--- src/rtl/ifetch_pkg.sv ---
// Shared types and constants for the instruction-fetch prefetch stage.
package ifetch_pkg;

  // Native instruction/address width the fetch entry layout is built for.
  localparam int unsigned XLEN = 32;

  // Sequential fetch increment in bytes.
  localparam int unsigned PC_STEP = 4;

  // RUN issues requests and buffers responses; FLUSH drains stale responses.
  typedef enum logic [0:0] {
    RUN   = 1'b0,
    FLUSH = 1'b1
  } ifetch_state_t;

  // One buffered fetch result as seen by decode.
  typedef struct packed {
    logic [XLEN-1:0] instr;
    logic [XLEN-1:0] pc;
  } fetch_entry_t;

endpackage

--- src/rtl/ifetch_prefetch_chk.sv ---
// Protocol checks for the fetch stage: buffer and tag queue never overflow,
// and no response arrives without an outstanding request.
module ifetch_prefetch_chk (
  input logic clk,
  input logic rst,
  input logic i_fifo_push,
  input logic i_fifo_pop,
  input logic i_fifo_full,
  input logic i_tag_push,
  input logic i_tag_pop,
  input logic i_tag_full,
  input logic i_tag_empty
);

  a_fifo_no_overflow: assert property (@(posedge clk) disable iff (rst)
    !(i_fifo_push && i_fifo_full && !i_fifo_pop));

  a_tag_no_overflow: assert property (@(posedge clk) disable iff (rst)
    !(i_tag_push && i_tag_full && !i_tag_pop));

  a_rsp_has_request: assert property (@(posedge clk) disable iff (rst)
    !(i_tag_pop && i_tag_empty));

endmodule

--- src/rtl/ifetch_prefetch_sync_fifo.sv ---
// Small synchronous FIFO with flush, used for the request tag queue and the
// prefetch buffer. DEPTH must be a power of two so pointers wrap naturally.
// Push and pop may coincide at any occupancy, including full.
module sync_fifo #(
  parameter int unsigned WIDTH = 32,
  parameter int unsigned DEPTH = 4
) (
  input  logic                    clk,
  input  logic                    rst,
  input  logic                    i_push,
  input  logic                    i_pop,
  input  logic                    i_flush,
  input  logic [WIDTH-1:0]        i_wdata,
  output logic [WIDTH-1:0]        o_rdata,
  output logic                    o_full,
  output logic                    o_empty,
  output logic [$clog2(DEPTH):0]  o_count
);

  localparam int unsigned AW = $clog2(DEPTH);
  localparam logic [AW:0] FULL_CNT = (AW+1)'(DEPTH);

  logic [WIDTH-1:0] r_mem [DEPTH];
  logic [AW-1:0]    r_wr_ptr;
  logic [AW-1:0]    r_rd_ptr;
  logic [AW:0]      r_count;
  logic             w_do_push;
  logic             w_do_pop;

  assign o_empty   = (r_count == '0);
  assign o_full    = (r_count == FULL_CNT);
  assign o_count   = r_count;
  // An empty queue reads as zero so downstream sees clean outputs.
  assign o_rdata   = o_empty ? '0 : r_mem[r_rd_ptr];
  assign w_do_pop  = i_pop && !o_empty;
  assign w_do_push = i_push && (!o_full || w_do_pop);

  // Pointer and occupancy bookkeeping; flush empties the queue outright.
  always_ff @(posedge clk or posedge rst) begin
    if (rst) begin
      r_wr_ptr <= '0;
      r_rd_ptr <= '0;
      r_count  <= '0;
    end else if (i_flush) begin
      r_wr_ptr <= '0;
      r_rd_ptr <= '0;
      r_count  <= '0;
    end else begin
      if (w_do_push) r_wr_ptr <= r_wr_ptr + AW'(1);
      if (w_do_pop)  r_rd_ptr <= r_rd_ptr + AW'(1);
      case ({w_do_push, w_do_pop})
        2'b10:   r_count <= r_count + (AW+1)'(1);
        2'b01:   r_count <= r_count - (AW+1)'(1);
        default: r_count <= r_count;
      endcase
    end
  end

  // Storage array; unreset because reads of an empty queue are masked.
  always_ff @(posedge clk) begin
    if (w_do_push && !i_flush) r_mem[r_wr_ptr] <= i_wdata;
  end

endmodule

--- src/rtl/ifetch_prefetch.sv ---
// Instruction fetch stage with prefetch buffer feeding the IF/ID register.
// Issues sequential PCs under a credit limit (buffered + outstanding <= DEPTH),
// pairs in-order responses with their PCs via a tag queue, and on a taken
// branch flushes the buffer and drops responses still in flight.
// Optional build macro IFETCH_BYPASS_EN: when the buffer is empty a response
// is presented to decode in the same cycle it arrives.
// WIDTH is expected to match ifetch_pkg::XLEN (fetch entry layout).
module ifetch_prefetch #(
  parameter int unsigned      WIDTH    = 32,
  parameter int unsigned      DEPTH    = 4,
  parameter logic [WIDTH-1:0] RESET_PC = 32'h0000_0000
) (
  input  logic             clk,
  input  logic             rst,
  input  logic             redirect_en,
  input  logic [WIDTH-1:0] redirect_pc,
  output logic             imem_req_valid,
  input  logic             imem_req_ready,
  output logic [WIDTH-1:0] imem_req_addr,
  input  logic             imem_rsp_valid,
  input  logic [WIDTH-1:0] imem_rsp_data,
  output logic             f2d_valid,
  input  logic             f2d_ready,
  output logic [WIDTH-1:0] f2d_instr,
  output logic [WIDTH-1:0] f2d_pc
);

  import ifetch_pkg::*;

  localparam int unsigned CW = $clog2(DEPTH) + 1;
  localparam int unsigned EW = $bits(fetch_entry_t);

  ifetch_state_t    r_state;
  ifetch_state_t    w_state_next;
  logic [WIDTH-1:0] r_fetch_pc;
  logic [WIDTH-1:0] w_pc_next;
  logic [CW-1:0]    r_drop_cnt;
  logic [CW-1:0]    w_drop_next;

  logic [CW-1:0]    w_fifo_count;
  logic [CW-1:0]    w_tag_count;
  logic [CW:0]      w_in_use;
  logic             w_credit_ok;
  logic             w_accept;
  logic             w_rsp_keep;
  logic [CW-1:0]    w_redirect_drop;
  logic [WIDTH-1:0] w_redirect_aligned;

  logic             w_fifo_push;
  logic             w_fifo_pop;
  logic             w_fifo_full;
  logic             w_fifo_empty;
  logic [EW-1:0]    w_fifo_rdata;
  logic             w_tag_full;
  logic             w_tag_empty;
  logic [WIDTH-1:0] w_tag_pc;
  logic             w_bypass;

  fetch_entry_t     w_push_entry;
  fetch_entry_t     w_head_entry;
  fetch_entry_t     w_out_entry;
  logic             w_out_valid;

  // Credit rule: never have more requests in flight than buffer space.
  assign w_in_use    = {1'b0, w_fifo_count} + {1'b0, w_tag_count};
  assign w_credit_ok = (w_in_use < (CW+1)'(DEPTH));

  assign imem_req_valid = !rst && (r_state == RUN) && w_credit_ok;
  assign imem_req_addr  = r_fetch_pc;
  assign w_accept       = imem_req_valid && imem_req_ready;
  assign w_rsp_keep     = imem_rsp_valid && (r_state == RUN);

  // Every response still owed after a redirect belongs to the old stream,
  // including a request accepted on the redirect edge itself.
  assign w_redirect_drop    = w_tag_count + CW'(w_accept) - CW'(imem_rsp_valid);
  assign w_redirect_aligned = redirect_pc & {{(WIDTH-2){1'b1}}, 2'b00};

`ifdef IFETCH_BYPASS_EN
  assign w_bypass = w_fifo_empty && (r_state == RUN) && imem_rsp_valid;
`else
  assign w_bypass = 1'b0;
`endif

  // A bypassed response taken by decode this cycle never enters the buffer.
  assign w_fifo_push  = w_rsp_keep && !(w_bypass && f2d_ready);
  assign w_fifo_pop   = f2d_ready && !w_fifo_empty;
  assign w_head_entry = fetch_entry_t'(w_fifo_rdata);

  // Assemble the buffer entry from the response and its matching tag.
  always_comb begin
    w_push_entry       = '0;
    w_push_entry.instr = imem_rsp_data;
    w_push_entry.pc    = w_tag_pc;
  end

  // Present either the buffered head or, with bypass, the live response.
  always_comb begin
    w_out_entry = w_head_entry;
    w_out_valid = !w_fifo_empty;
`ifdef IFETCH_BYPASS_EN
    if (w_bypass) begin
      w_out_entry = w_push_entry;
      w_out_valid = 1'b1;
    end else begin
      w_out_entry = w_head_entry;
      w_out_valid = !w_fifo_empty;
    end
`endif
  end

  assign f2d_valid = w_out_valid;
  assign f2d_instr = w_out_entry.instr;
  assign f2d_pc    = w_out_entry.pc;

  // PCs of accepted requests, consumed one per response in order.
  sync_fifo #(
    .WIDTH (WIDTH),
    .DEPTH (DEPTH)
  ) u_tag_q (
    .clk     (clk),
    .rst     (rst),
    .i_push  (w_accept),
    .i_pop   (imem_rsp_valid),
    .i_flush (1'b0),
    .i_wdata (r_fetch_pc),
    .o_rdata (w_tag_pc),
    .o_full  (w_tag_full),
    .o_empty (w_tag_empty),
    .o_count (w_tag_count)
  );

  // Prefetch buffer of {instr, pc} pairs; cleared on redirect.
  sync_fifo #(
    .WIDTH (EW),
    .DEPTH (DEPTH)
  ) u_fetch_q (
    .clk     (clk),
    .rst     (rst),
    .i_push  (w_fifo_push),
    .i_pop   (w_fifo_pop),
    .i_flush (redirect_en),
    .i_wdata (w_push_entry),
    .o_rdata (w_fifo_rdata),
    .o_full  (w_fifo_full),
    .o_empty (w_fifo_empty),
    .o_count (w_fifo_count)
  );

  ifetch_prefetch_chk u_chk (
    .clk         (clk),
    .rst         (rst),
    .i_fifo_push (w_fifo_push),
    .i_fifo_pop  (w_fifo_pop),
    .i_fifo_full (w_fifo_full),
    .i_tag_push  (w_accept),
    .i_tag_pop   (imem_rsp_valid),
    .i_tag_full  (w_tag_full),
    .i_tag_empty (w_tag_empty)
  );

  // Next fetch PC, drop count and RUN/FLUSH transitions.
  always_comb begin
    w_state_next = r_state;
    w_drop_next  = r_drop_cnt;
    w_pc_next    = r_fetch_pc;
    if (redirect_en) begin
      w_pc_next    = w_redirect_aligned;
      w_drop_next  = w_redirect_drop;
      w_state_next = (w_redirect_drop != '0) ? FLUSH : RUN;
    end else begin
      if (w_accept) begin
        w_pc_next = r_fetch_pc + WIDTH'(PC_STEP);
      end else begin
        w_pc_next = r_fetch_pc;
      end
      case (r_state)
        RUN: begin
          w_state_next = RUN;
        end
        FLUSH: begin
          if (r_drop_cnt == '0) begin
            w_state_next = RUN;
          end else if (imem_rsp_valid) begin
            w_drop_next  = r_drop_cnt - CW'(1);
            w_state_next = (r_drop_cnt == CW'(1)) ? RUN : FLUSH;
          end else begin
            w_state_next = FLUSH;
          end
        end
        default: begin
          w_state_next = RUN;
        end
      endcase
    end
  end

  // State, fetch PC and drop count registers.
  always_ff @(posedge clk or posedge rst) begin
    if (rst) begin
      r_state    <= RUN;
      r_fetch_pc <= RESET_PC;
      r_drop_cnt <= '0;
    end else begin
      r_state    <= w_state_next;
      r_fetch_pc <= w_pc_next;
      r_drop_cnt <= w_drop_next;
    end
  end

endmodule

--- config.mk ---
export PLATFORM = sky130hd
export DESIGN_NAME = ifetch_prefetch
export DESIGN_NICKNAME = d
export VERILOG_FILES = /design/src/rtl/ifetch_pkg.sv /design/src/rtl/ifetch_prefetch_chk.sv /design/src/rtl/ifetch_prefetch_sync_fifo.sv /design/src/rtl/ifetch_prefetch.sv
export SDC_FILE = /design/constraint.sdc
export NUM_CORES = 1
export LEC_CHECK = 0
export CORE_ASPECT_RATIO = 0.6
export CORE_MARGIN = 2
export CORE_UTILIZATION = 45
export DETAILED_ROUTE_END_ITERATION = 8
export HOLD_SLACK_MARGIN = 0.12
export PLACE_DENSITY = 0.65
export REMOVE_ABC_BUFFERS = 1
export SYNTH_ARGS = -nofsm -noshare
export SYNTH_HDL_FRONTEND = slang
export SYNTH_HIERARCHICAL = 1
export SYNTH_SLANG_ARGS = --single-unit
export TNS_END_PERCENT = 50
--- constraint.sdc ---
create_clock -name clk -period 7.9 [get_ports clk]
set_input_delay 1.185 -clock clk [delete_from_list [all_inputs] [get_ports clk]]
set_output_delay 1.185 -clock clk [all_outputs]
set_load 0.02 [all_outputs]
## Word level (Yosys, flattened, before mapping)

Memories as Yosys holds them, arrays and structs flattened.
Index checks and enable logic that the tools add are counted.

- Multiplexer cells: 25
- Equality and inequality tests: 8
- Add/subtract/negate cells: 13
- $lt $le $gt $ge: 1
- Reductions and logical operators: 30
- Bitwise logic cells: 1

Operators by type and width:

| operator | count |
|---|---|
| 32-bit 2-to-1 mux | 3 |
| 64-bit 2-to-1 mux | 1 |
| 32-bit by 3-bit adder with 32-bit output (second input constant) | 1 |
| 3-bit 2-to-1 mux | 5 |
| 3-bit one-hot mux with 2 select lines | 2 |
| 2-bit nonzero test | 6 |
| 1-bit logical AND | 10 |
| 3-bit logical NOT | 3 |
| 1-bit 2-to-1 mux | 9 |
| 3-bit by 1-bit subtractor with 3-bit output (second input constant) | 3 |
| 2-bit by 1-bit adder with 2-bit output (second input constant) | 4 |
| 2-bit 2-to-1 mux | 4 |
| 3-bit by 1-bit adder with 3-bit output (second input constant) | 2 |
| 3-bit equality test (second input constant) | 2 |
| 1-bit logical NOT | 6 |
| 3-bit nonzero test | 2 |
| 3-bit by 3-bit adder with 4-bit output | 1 |
| 2-bit by 1-bit equality test with 1-bit output (second input constant) | 2 |
| 2-bit equality test (second input constant) | 2 |
| 4-bit by 3-bit less-than comparator with 1-bit output (second input constant) | 1 |
| 3-bit by 1-bit adder with 3-bit output | 1 |
| 3-bit by 1-bit equality test with 1-bit output (second input constant) | 1 |
| 3-bit AND reduction | 1 |
| 3-bit by 1-bit subtractor with 3-bit output | 1 |
| 4 further kinds | 5 |

- Memory bits (writable): 384
- Output and inout port bits: 98
- Input port bits: 70
- Logic and storage cells: 89
- Register bits: 50
- Memories kept: 2

Memories:

| memory | depth | width | read ports | clocked after memory_dff | write ports | line | RTL |
|---|---|---|---|---|---|---|---|
| u_fetch_q.r_mem | 4 | 64 | 1 | 0 | 1 | ifetch_prefetch_sync_fifo.sv:23 | `logic [WIDTH-1:0] r_mem [DEPTH];` |
| u_tag_q.r_mem | 4 | 32 | 1 | 0 | 1 | ifetch_prefetch_sync_fifo.sv:23 |  |

## Depth between registers and ports, before layout

Gate-level depths: netlist of run 1.

- Word-level depth: 9
- Mapped depth: 11
- Mapped depth without buffers: 11

## By module

The synthesis of run 1 kept the hierarchy.

By module, submodules not included:

| module | instances | seq. area each (sq um) | area each (sq um) | cells each |
|---|---|---|---|---|
| sync_fifo at u_fetch_q | 1 | 7862.5 | 10228.6 | 468 |
| sync_fifo at u_tag_q | 1 | 4018.9 | 5418.9 | 266 |
| ifetch_prefetch | 1 | 850.8 | 2398.6 | 288 |

## Least setup slack after synthesis of run 1

OpenSTA, ideal clock, no wires.

- Path type: input to register
- Start: in f2d_ready
- End: mem u_fetch_q/r_mem[0][0] (netlist bit), enable pin
- Slack: 928 ps
- Stages: 4
- Data arrival time: 6394 ps
- Required time: 7322 ps
- Setup time: 578 ps
- Path buffers: 1
- Cells stage by stage: nor2b_1 > buf_4 > o21ai_0 > nor3b_1

- Word-level cells in the longest chain between the ends: 7

Ends and longest elaborated chain:

| what | line | RTL |
|---|---|---|
| start, declared | ifetch_prefetch.sv:23 | `input logic f2d_ready,` |
| 1-bit logical AND | ifetch_prefetch.sv:86 | `assign w_fifo_pop = f2d_ready && !w_fifo_empty;` |
| 1-bit logical AND | ifetch_prefetch_sync_fifo.sv:35 | `assign w_do_pop = i_pop && !o_empty;` |
| 1-bit logical OR | ifetch_prefetch_sync_fifo.sv:36 | `assign w_do_push = i_push && (!o_full \|\| w_do_pop);` |
| 1-bit logical AND | ifetch_prefetch_sync_fifo.sv:36 |  |
| 1-bit logical AND | ifetch_prefetch_sync_fifo.sv:61 | `if (w_do_push && !i_flush) r_mem[r_wr_ptr] <= i_wdata;` |
| 1-bit 2-to-1 mux | ifetch_prefetch_sync_fifo.sv:61 |  |
| 1-bit 2-to-1 mux (implied by the code) | ifetch_prefetch_sync_fifo.sv:61 |  |
| end, declared | ifetch_prefetch_sync_fifo.sv:23 |  |

Every way passes these cells.

## Worst setup path in the final report of run 1

- Start: reg u_fetch_q.r_rd_ptr[0]
- End: out f2d_pc[20]

- Word-level cells in the longest chain between the ends: 2

Ends and longest elaborated chain:

| what | line | RTL |
|---|---|---|
| start, declared | ifetch_prefetch_sync_fifo.sv:25 | `logic [AW-1:0] r_rd_ptr;` |
| start signal, assigned | ifetch_prefetch_sync_fifo.sv:50 | `if (w_do_pop) r_rd_ptr <= r_rd_ptr + AW'(1);` |
| memory 4 x 64 bit | - |  |
| 64-bit 2-to-1 mux | ifetch_prefetch_sync_fifo.sv:34 | `assign o_rdata = o_empty ? '0 : r_mem[r_rd_ptr];` |
| end, declared | ifetch_prefetch.sv:25 | `output logic [WIDTH-1:0] f2d_pc` |

Every way passes these cells.

==> impl_metrics.json, run 1 <==
{
  "status": "finished, final reports clean",
  "commonest_non_fill_non_tap_cells_in_the_layout": "384 x edfxtp_1, 162 x clkdlybuf4s50_1, 96 x mux4_2",
  "share_of_power_burned_in_combinational_logic": 0.084,
  "power-per-cell-area_nw_per_um2": 229,
  "buffer_ports.inserted": 163,
  "rsz0062_at_grt": "no",
  "post-cts-setup-buffer-count": 0,
  "starting_density": 0.459,
  "fin_worst_hold_slack_ns": 0.598,
  "numPlacedInstances": 1677,
  "track_usage": 0.193,
  "hold_viol": 0,
  "synth_cells": 1020,
  "routed_via_density": 5.60,
  "signed_area_change_from_the_synthesized_netlist_to_the_final_layout_pct": 19.3,
  "dieHeight_um": 159,
  "final_antenna_net_count": 0,
  "clk_latency_ns": 0.54,
  "grt_util_met1": 0.273,
  "global_route_wire_length_before_repair_mm": 61.1,
  "number_of_nets_in_the_finished_design": 1286,
  "final_common_cell": "edfxtp_1",
  "worstHoldPathType": "reg2reg",
  "place_hpwl_mm": 23.6,
  "category_of_the_worst_setup_path_launch_point": "flip-flop",
  "grtUsageMet2": 0.306,
  "syn-cell-area_um2": 18000,
  "cellInternalPower_mw": 3.82,
  "seqPwrFrac": 0.535,
  "vias_in_the_first_global_route": 10013,
  "crit_path_max_incr_delay_ns": 0.89,
  "crit_path_top_delay_cell": "dfrtp_4",
  "tns_ns": 0,
  "row_cnt": 56,
  "drv_slew": 0,
  "fill_cells": 3058,
  "worst-endpoint-required_ns": 6.71,
  "clock-sinks": 432,
  "crit_chain": "buf_4, mux4_2, nor2b_1, clkdlybuf4s50_1",
  "cts_max_level": 2,
  "post_drt_wl_per_cell_um": 22.8,
  "arrival_ns": 3.57,
  "overflow": 0,
  "synth.yosys.warnings": 6,
  "die_area_um2": 41800,
  "clock_tree.buffer_depth": 3,
  "tightest_slew_ns": 1.33,
  "core_um2": 39300,
  "drt_first_iter_violations": 810,
  "cap_viol_max_count": 0,
  "fin_crit_ns": 4.75,
  "cts-root-buf": "clkbuf_16",
  "drtPass1Iterations": 5,
  "io_pins": 168,
  "layout_cell_share_with_drive_strength_beyond_1": 0.159,
  "routabilityCongestion": 0.814,
  "power_frac_clock": 0.380,
  "worst_slew_margin_rel": 0.103,
  "switchingPower_mw": 1.10,
  "clock_skew_ns": 0.0272,
  "grtUsageMet3": 0.0430,
  "drc": 0,
  "ctsHoldBuffers": 0,
  "global_route_hottest_layer": "met2",
  "syn_avg_cell_area_um2": 17.7,
  "timing.fmax_mhz": 210,
  "grt_max_degree": 67,
  "wirelength_mm": 40.0,
  "die_x_um": 262,
  "finalSetupViolations": 0,
  "via_count": 9808,
  "worst-path-max-fanout": 37,
  "cts_tree": "yes",
  "cp.buffers_inverters": 2,
  "p_leak_nw": 6.91,
  "cts-resized-gates": 0,
  "crit_family": "buffers and inverters",
  "crit_path_capture_type": "primary output",
  "cts_inserted_buffers": 40,
  "clk_transition_reported_paths_ns": 0.07,
  "antenna_violations_before_repair": 1,
  "timing.setup.critical_path_class": "reg2out",
  "instances_no_fill": 1750,
  "power_mw": 4.92,
  "ir_worst_vdd_v": 0.000180,
  "power.switching_fraction": 0.224,
  "layout_worst_path_cycle_share": 0.602,
  "worst_setup_slack_after_placement_ns": 3.16,
  "setup_ws_ns": 3.15
}
per-layer routing:
metal  up-vias  share of wire
met4         0          0.018
li1       4401              -
met2       304           0.47
met1      5047           0.45
met5         -              0
met3        56          0.062
worst min-delay path: stages (launching register included):
cell and delay (ns):
dfrtp_1 0.42, nand2b_1 0.08, mux2i_1 0.06
state kept, by name, indices dropped and copies added, names as in the netlist, 3 cells and up:
signal,cells
u_fetch_q/o_count,3
r_drop_cnt,3
u_fetch_q/r_mem,256
u_tag_q/o_count,3
imem_req_addr,30
u_tag_q/r_mem,128
power groups by stage:
stage	combinational, mW	sequential, mW	clock [mW]
global placement	0.410	2.68	0
CTS	0.419	2.63	1.92
global route	0.449	2.64	2.01
finish	0.415	2.63	1.87
floorplan	0.206	2.68	0
detailed placement	0.418	2.68	0
worst paths after layout:
kind	start	to	slack (ns)	cells after the start
setup reg to reg	u_fetch_q/o_count[2]	u_tag_q/o_count[2]	3.92	9
hold / removal	u_tag_q/r_wr_ptr[1]	u_tag_q/r_wr_ptr[1]	0.60	2
max in group asynchronous	rst	imem_req_addr[6]	6.27	3
hold reg to reg	u_tag_q/r_wr_ptr[1]	u_tag_q/r_wr_ptr[1]	0.60	2
min in group asynchronous	rst	imem_req_addr[3]	0.95	2
setup / recovery	u_fetch_q/r_rd_ptr[0]	f2d_pc[20]	3.15	4
through the flow:
step                area, µm²   util
global route            21500  0.547
finish                  21500  0.547
global placement        20200  0.515
detailed placement      20200  0.515
CTS                     21500  0.547
floorplan               17800      -
area by class of cell:
type,count,area (µm²),share of cell area
antenna,1,2.50,0.000116
multi-input combinational,515,4990,0.232
timing repair buffer,182,1770,0.0822
inverter,26,97.6,0.00454
tap,522,653,0.0304
clock inverter,20,149,0.00692
sequential,432,12700,0.592
clock buffer,52,1120,0.0520
Power figures use the tool's default switching activity.
==> inputs of run 2 (changes only) <==
- PLACE_DENSITY: 0.65 -> 0.68
- clock period: 7.9 -> 4.2 ns (I/O delays scaled with it)
==> impl_metrics.json, run 2 (synthesis results as in run 1) <==
{
  "timing.fmax_mhz": 276,
  "multi_input_comb_area_um2": 4990,
  "finalSetupViolations": 0,
  "row_cnt": 56,
  "die_x_um": 262,
  "vias_in_the_first_global_route": 10135,
  "drv_slew": 0,
  "cts_tree": "yes",
  "ir_worst_vdd_v": 0.000247,
  "crit_path_capture_type": "primary output",
  "overflow": 0,
  "cellInternalPower_mw": 7.30,
  "tightest_slew_ns": 0.939,
  "timing.setup.critical_path_class": "reg2out",
  "largest-register": "u_fetch_q/r_mem",
  "worst-path-max-fanout": 41,
  "commonest_non_fill_non_tap_cells_in_the_layout": "384 x edfxtp_1, 162 x clkdlybuf4s50_1, 96 x mux4_2",
  "worstHoldPathType": "in2async",
  "finished_core_util": 0.554,
  "crit_path_top_delay_cell": "dfrtp_4",
  "seqPwrFrac": 0.527,
  "cts_inserted_buffers": 41,
  "power_frac_clock": 0.389,
  "crit_path_max_incr_delay_ns": 0.64,
  "post_drt_wl_per_cell_um": 22.7,
  "io_pins": 168,
  "tns_ns": 0,
  "worst_setup_slack_after_placement_ns": 0.459,
  "signed_area_change_from_the_synthesized_netlist_to_the_final_layout_pct": 20.7,
  "register_area_um2": 12700,
  "instances_no_fill": 1762,
  "hold_viol": 0,
  "core_um2": 39300,
  "wirelength_mm": 39.9,
  "die_area_um2": 41800,
  "track_usage": 0.194,
  "largest_register_ffs": 256,
  "drtPass1Iterations": 7,
  "grt_max_degree": 67,
  "buffer_ports.inserted": 163,
  "layout_worst_path_cycle_share": 0.863,
  "rsz0062_at_grt": "no",
  "worst_slew_margin_rel": 0.374,
  "routed_via_density": 5.68,
  "final_common_cell": "edfxtp_1",
  "switchingPower_mw": 2.10,
  "power-per-cell-area_nw_per_um2": 432,
  "share_of_power_burned_in_combinational_logic": 0.084,
  "drc": 0,
  "cts-root-buf": "clkbuf_16",
  "diodes": 0,
  "via_count": 10005,
  "clk_transition_reported_paths_ns": 0.07,
  "clock_skew_ns": 0.0271,
  "fill_cells": 3053,
  "category_of_the_worst_setup_path_launch_point": "flip-flop",
  "routabilityCongestion": 0.864,
  "worst_r2r_path_depth": 9,
  "layout_cell_share_with_drive_strength_beyond_1": 0.167,
  "arrival_ns": 2.99,
  "cap_viol_max_count": 0,
  "worst-endpoint-required_ns": 3.57,
  "numPlacedInstances": 1687,
  "antenna_violations_before_repair": 0,
  "place_hpwl_mm": 24.2,
  "clock-sinks": 432,
  "global_route_wire_length_before_repair_mm": 61.9,
  "final_antenna_net_count": 0,
  "cts-resized-gates": 0,
  "post-cts-setup-buffer-count": 0,
  "drt_first_iter_violations": 1015,
  "status": "finished, final reports clean",
  "starting_density": 0.459,
  "number_of_nets_in_the_finished_design": 1297,
  "dieHeight_um": 159,
  "clk_latency_ns": 0.55,
  "setup_ws_ns": 0.575,
  "clock_tree.buffer_depth": 3,
  "cts_max_level": 2,
  "fin_crit_ns": 3.62,
  "power.switching_fraction": 0.224,
  "crit_chain": "buf_12, mux4_2, nor2b_1, clkdlybuf4s50_1",
  "p_leak_nw": 7.02,
  "ctsHoldBuffers": 0
}
## run 2: changes by cell type in the layout (fill, tap and decap cells not counted), sizes merged
cell,previous run,this run
buf,20,30
bufinv,2,3
clkbuf,52,56
clkinv,16,14
clkinvlp,2,1
diode,1,0
inv,26,27
## run 2: worst paths after layout
kind                                       start             endpoint  slack (ns)
max                        u_fetch_q/r_rd_ptr[0]           f2d_pc[17]        0.58
min                                          rst     imem_req_addr[2]        0.39
max reg2reg                 u_fetch_q/o_count[2]   u_tag_q/o_count[2]        0.59
min in group clk             u_tag_q/r_wr_ptr[1]  u_tag_q/r_wr_ptr[1]        0.60
min reg2reg                  u_tag_q/r_wr_ptr[1]  u_tag_q/r_wr_ptr[1]        0.60
max in group asynchronous                    rst    imem_req_addr[14]        3.13
## run 2: layout make-up
type | count | share of cell area
Clock inverter | 19 | 0.00810
Clock buffer | 56 | 0.0531
Sequential cell | 432 | 0.585
Timing Repair Buffer | 192 | 0.0899
Multi-Input combinational cell | 515 | 0.229
Inverter | 26 | 0.00448
Tap cell | 522 | 0.0300
## run 2: power groups by stage
stage               Clock [mW]  Combinational (mW)  Sequential [mW]
finish                    3.66               0.789             4.95
global route              3.92               0.857             4.97
CTS                       3.74               0.796             4.95
detailed placement           0               0.791             5.04
global placement             0               0.783             5.04
floorplan                    0               0.388             5.04
## run 2: through the flow
stage | area (µm²) | total power [mW] | hold WS [ns]
2_1_floorplan | 17800 | 5.43 | 0.433
3_3_place_gp | 20400 | 5.82 | 0.577
3_5_place_dp | 20400 | 5.83 | 0.598
4_1_cts | 21800 | 9.49 | 0.373
5_1_grt | 21800 | 9.75 | 0.399
6_report | 21800 | 9.40 | 0.390
## run 2: per-layer routing
metal | up-vias | wire [µm] | global-route usage
met5 | - | 0 | 0
met3 | 73 | 2420 | 0.0353
met2 | 366 | 17800 | 0.287
met1 | 5147 | 18600 | 0.294
met4 | 0 | 1050 | 0.0598
li1 | 4419 | - | -
## run 2: worst max-delay path, delay by kind of cell (launching register included)
family | cells | cell delay, ns
multiplexers | 1 | 0.56
buffers and inverters | 2 | 0.94
flip-flops | 1 | 0.64
AND/OR/NAND/NOR | 1 | 0.18
==> inputs of run 3 (changes only) <==
- SYNTH_HIERARCHICAL: 1 -> default
==> impl_metrics.json, run 3 <==
{
  "drv_slew": 0,
  "synth_top_area_frac": 0.659,
  "diodes": 0,
  "synthSimpleGateAreaFrac": 0.0770,
  "proportion_of_register_bits_with_asynchronous_set_or_reset_after_synthesis": 0.114,
  "syn-cell-area_um2": 17000,
  "rrSetupSlack_ns": 0.91,
  "starting_density": 0.453,
  "routed_via_density": 5.34,
  "synth.distinct_cells": 37,
  "largest_family_of_logic_cells_by_synthesized_area": "multiplexers",
  "synth_compound_gate_area_share": 0.0148,
  "layout_worst_path_cycle_share": 0.861,
  "status": "finished, final reports clean",
  "synth.yosys.warnings": 0,
  "synth_cells": 924,
  "grt_util_met1": 0.288,
  "placement.cell_area_um2": 19400,
  "largest_register_ffs": 252,
  "timing.rr.start": "u_tag_q.o_count[2]",
  "synth.yosys.seq_area_share": 0.730,
  "rsz0062_at_grt": "no",
  "clock-sinks": 420,
  "crit_path_capture_type": "primary output",
  "synth-seq-cells": 420,
  "clock_skew_ns": 0.0139,
  "fin_crit_ns": 3.61,
  "ir_worst_vdd_v": 0.000300,
  "cts-root-buf": "clkbuf_16",
  "signed_area_change_from_the_synthesized_netlist_to_the_final_layout_pct": 21.8,
  "tightest_slew_ns": 1.11,
  "tns_ns": 0,
  "row_cnt": 55,
  "crit_family": "simple AND/OR/NAND/NOR gates",
  "synth_top_cells_by_area": "edfxtp_1 66%, mux4_2 12%, dfrtp_1 7.1%, and2_1 2.7%, nor2b_1 1.4%",
  "io_pins": 168,
  "place_hpwl_mm": 23.5,
  "largest-register": "u_fetch_q.r_mem",
  "die_area_um2": 39300,
  "worst_r2r_path_depth": 12,
  "timing.fmax_mhz": 277,
  "min_delay_worst_endpoint": "r_drop_cnt[1]",
  "global_route_hottest_layer": "met2",
  "cts_inserted_buffers": 39,
  "fin_worst_hold_slack_ns": 0.591,
  "grtUsageMet3": 0.0404,
  "layout_cell_share_with_drive_strength_beyond_1": 0.171,
  "number_of_nets_in_the_finished_design": 1209,
  "arrival_ns": 2.98,
  "grt_max_degree": 81,
  "post_synth_fa_ha_maj_area_fraction": 0.0161,
  "antenna_violations_before_repair": 0,
  "timing.hold.worst_path_depth": 2,
  "wirelength_mm": 36.1,
  "post_drt_wl_per_cell_um": 21.7,
  "overflow": 0,
  "clk_transition_reported_paths_ns": 0.06,
  "dieHeight_um": 154,
  "cp.buffers_inverters": 2,
  "via_count": 8874,
  "cts-resized-gates": 0,
  "finalSetupViolations": 0,
  "worst-endpoint-required_ns": 3.57,
  "ctsHoldBuffers": 0,
  "synth_top_flop_cell": "edfxtp_1",
  "core_um2": 37400,
  "post-synth-top-count-cell": "edfxtp_1",
  "grtUsageMet2": 0.291,
  "routabilityCongestion": 0.766,
  "hold_viol": 0,
  "worstHoldPathType": "reg2reg",
  "synth.mux.area_fraction": 0.127,
  "final_common_cell": "edfxtp_1",
  "cap_viol_max_count": 0,
  "crit_path_max_incr_delay_ns": 0.78,
  "clock_tree.buffer_depth": 3,
  "power-per-cell-area_nw_per_um2": 612,
  "vias_in_the_first_global_route": 9243,
  "ys_top_cells_by_count": "372 x edfxtp_1, 93 x mux4_2, 72 x and2_1",
  "syn_avg_cell_area_um2": 18.4,
  "category_of_the_worst_setup_path_launch_point": "flip-flop",
  "post-cts-setup-buffer-count": 0,
  "clk_latency_ns": 0.54,
  "p_leak_nw": 6.79,
  "final_instance_area_um2": 20600,
  "synthXorXnorAreaFrac": 0.0196,
  "cts_max_level": 2,
  "die_x_um": 255,
  "track_usage": 0.191,
  "crit_path_top_delay_cell": "or3_2",
  "min-delay-start": "r_drop_cnt[1]",
  "worst_slew_margin_rel": 0.261,
  "regToRegEndpoint": "u_tag_q.o_count[2]",
  "timing.setup.critical_path_class": "reg2out",
  "crit_chain": "or3_2, buf_4, and2_1, clkdlybuf4s50_1",
  "drtPass1Iterations": 5,
  "worst-path-max-fanout": 40,
  "cts_tree": "yes",
  "global_route_wire_length_before_repair_mm": 55.9,
  "commonest_non_fill_non_tap_cells_in_the_layout": "372 x edfxtp_1, 162 x clkdlybuf4s50_1, 93 x mux4_2",
  "buffer_ports.inserted": 163,
  "synth-edff-count": 372,
  "drt_first_iter_violations": 642,
  "drc": 0,
  "yosys.area.top_type": "edfxtp_1",
  "final_antenna_net_count": 0
}
==> run 3: cells by family after synthesis <==
kind of cell | count (synthesis)
AOI/OAI and AO/OA | 45
xor gates and xnor gates | 38
adders and majority gates | 20
buffers and inverters | 69
DFF | 420
muxes | 98
other | 1
and+or+nand+nor | 233
==> run 3: cell type report <==
type / count / area [µm²]
Clock buffer: 49 / 1020
Clock inverter: 22 / 223
Fill cell: 2971 / 16800
Inverter: 23 / 86.3
Multi-Input combinational cell: 440 / 4350
Sequential cell: 420 / 12400
Tap cell: 513 / 642
Timing Repair Buffer: 195 / 1940
==> run 3: power by group <==
part	switching [mW]	leakage (nW)	internal, mW
sequential	0.376	3.95	5.12
combinational	1.90	2.25	1.77
clock	1.49	0.596	1.99
total	3.77	6.79	8.87
==> run 3: worst max-delay path by stage <==
| stage | startpoint | endpoint | slack, ns | cells past startpoint |
|---|---|---|---|---|
| after floorplan | u_fetch_q.r_rd_ptr[0] | f2d_pc[0] | 0.06 | 2 |
| final | u_fetch_q.o_count[0] | f2d_pc[8] | 0.59 | 4 |
| after detailed placement | rst | r_state | 0.56 | 12 |
| after global placement | rst | r_state | 0.57 | 12 |
| after global routing | u_fetch_q.o_count[1] | f2d_pc[8] | 0.42 | 4 |
| after CTS | u_fetch_q.o_count[0] | f2d_pc[8] | 0.52 | 4 |
==> run 3: per-layer routing <==
layer / wire length [µm] / vias up
li1: - / 3971
met1: 16800 / 4612
met2: 16700 / 250
met3: 2180 / 41
met4: 457 / 0
met5: 0 / -
==> run 3: per-stage QoR <==
step | power (mW) | std cells | setup slack [ns] | util
2_1_floorplan | 7.67 | 883 | 0.0642 | -
3_3_place_gp | 9.26 | 1591 | 0.566 | 0.518
5_1_grt | 13.3 | 1662 | 0.419 | 0.552
6_report | 12.6 | 1662 | 0.585 | 0.552
4_1_cts | 12.8 | 1662 | 0.524 | 0.552
3_5_place_dp | 9.32 | 1591 | 0.562 | 0.518
==> run 3: tightest hold or removal path: cells and delay by family (launching register included) <==
| family | cells | cell delay (ns) |
|---|---|---|
| flops | 1 | 0.35 |
| compound gates | 2 | 0.21 |
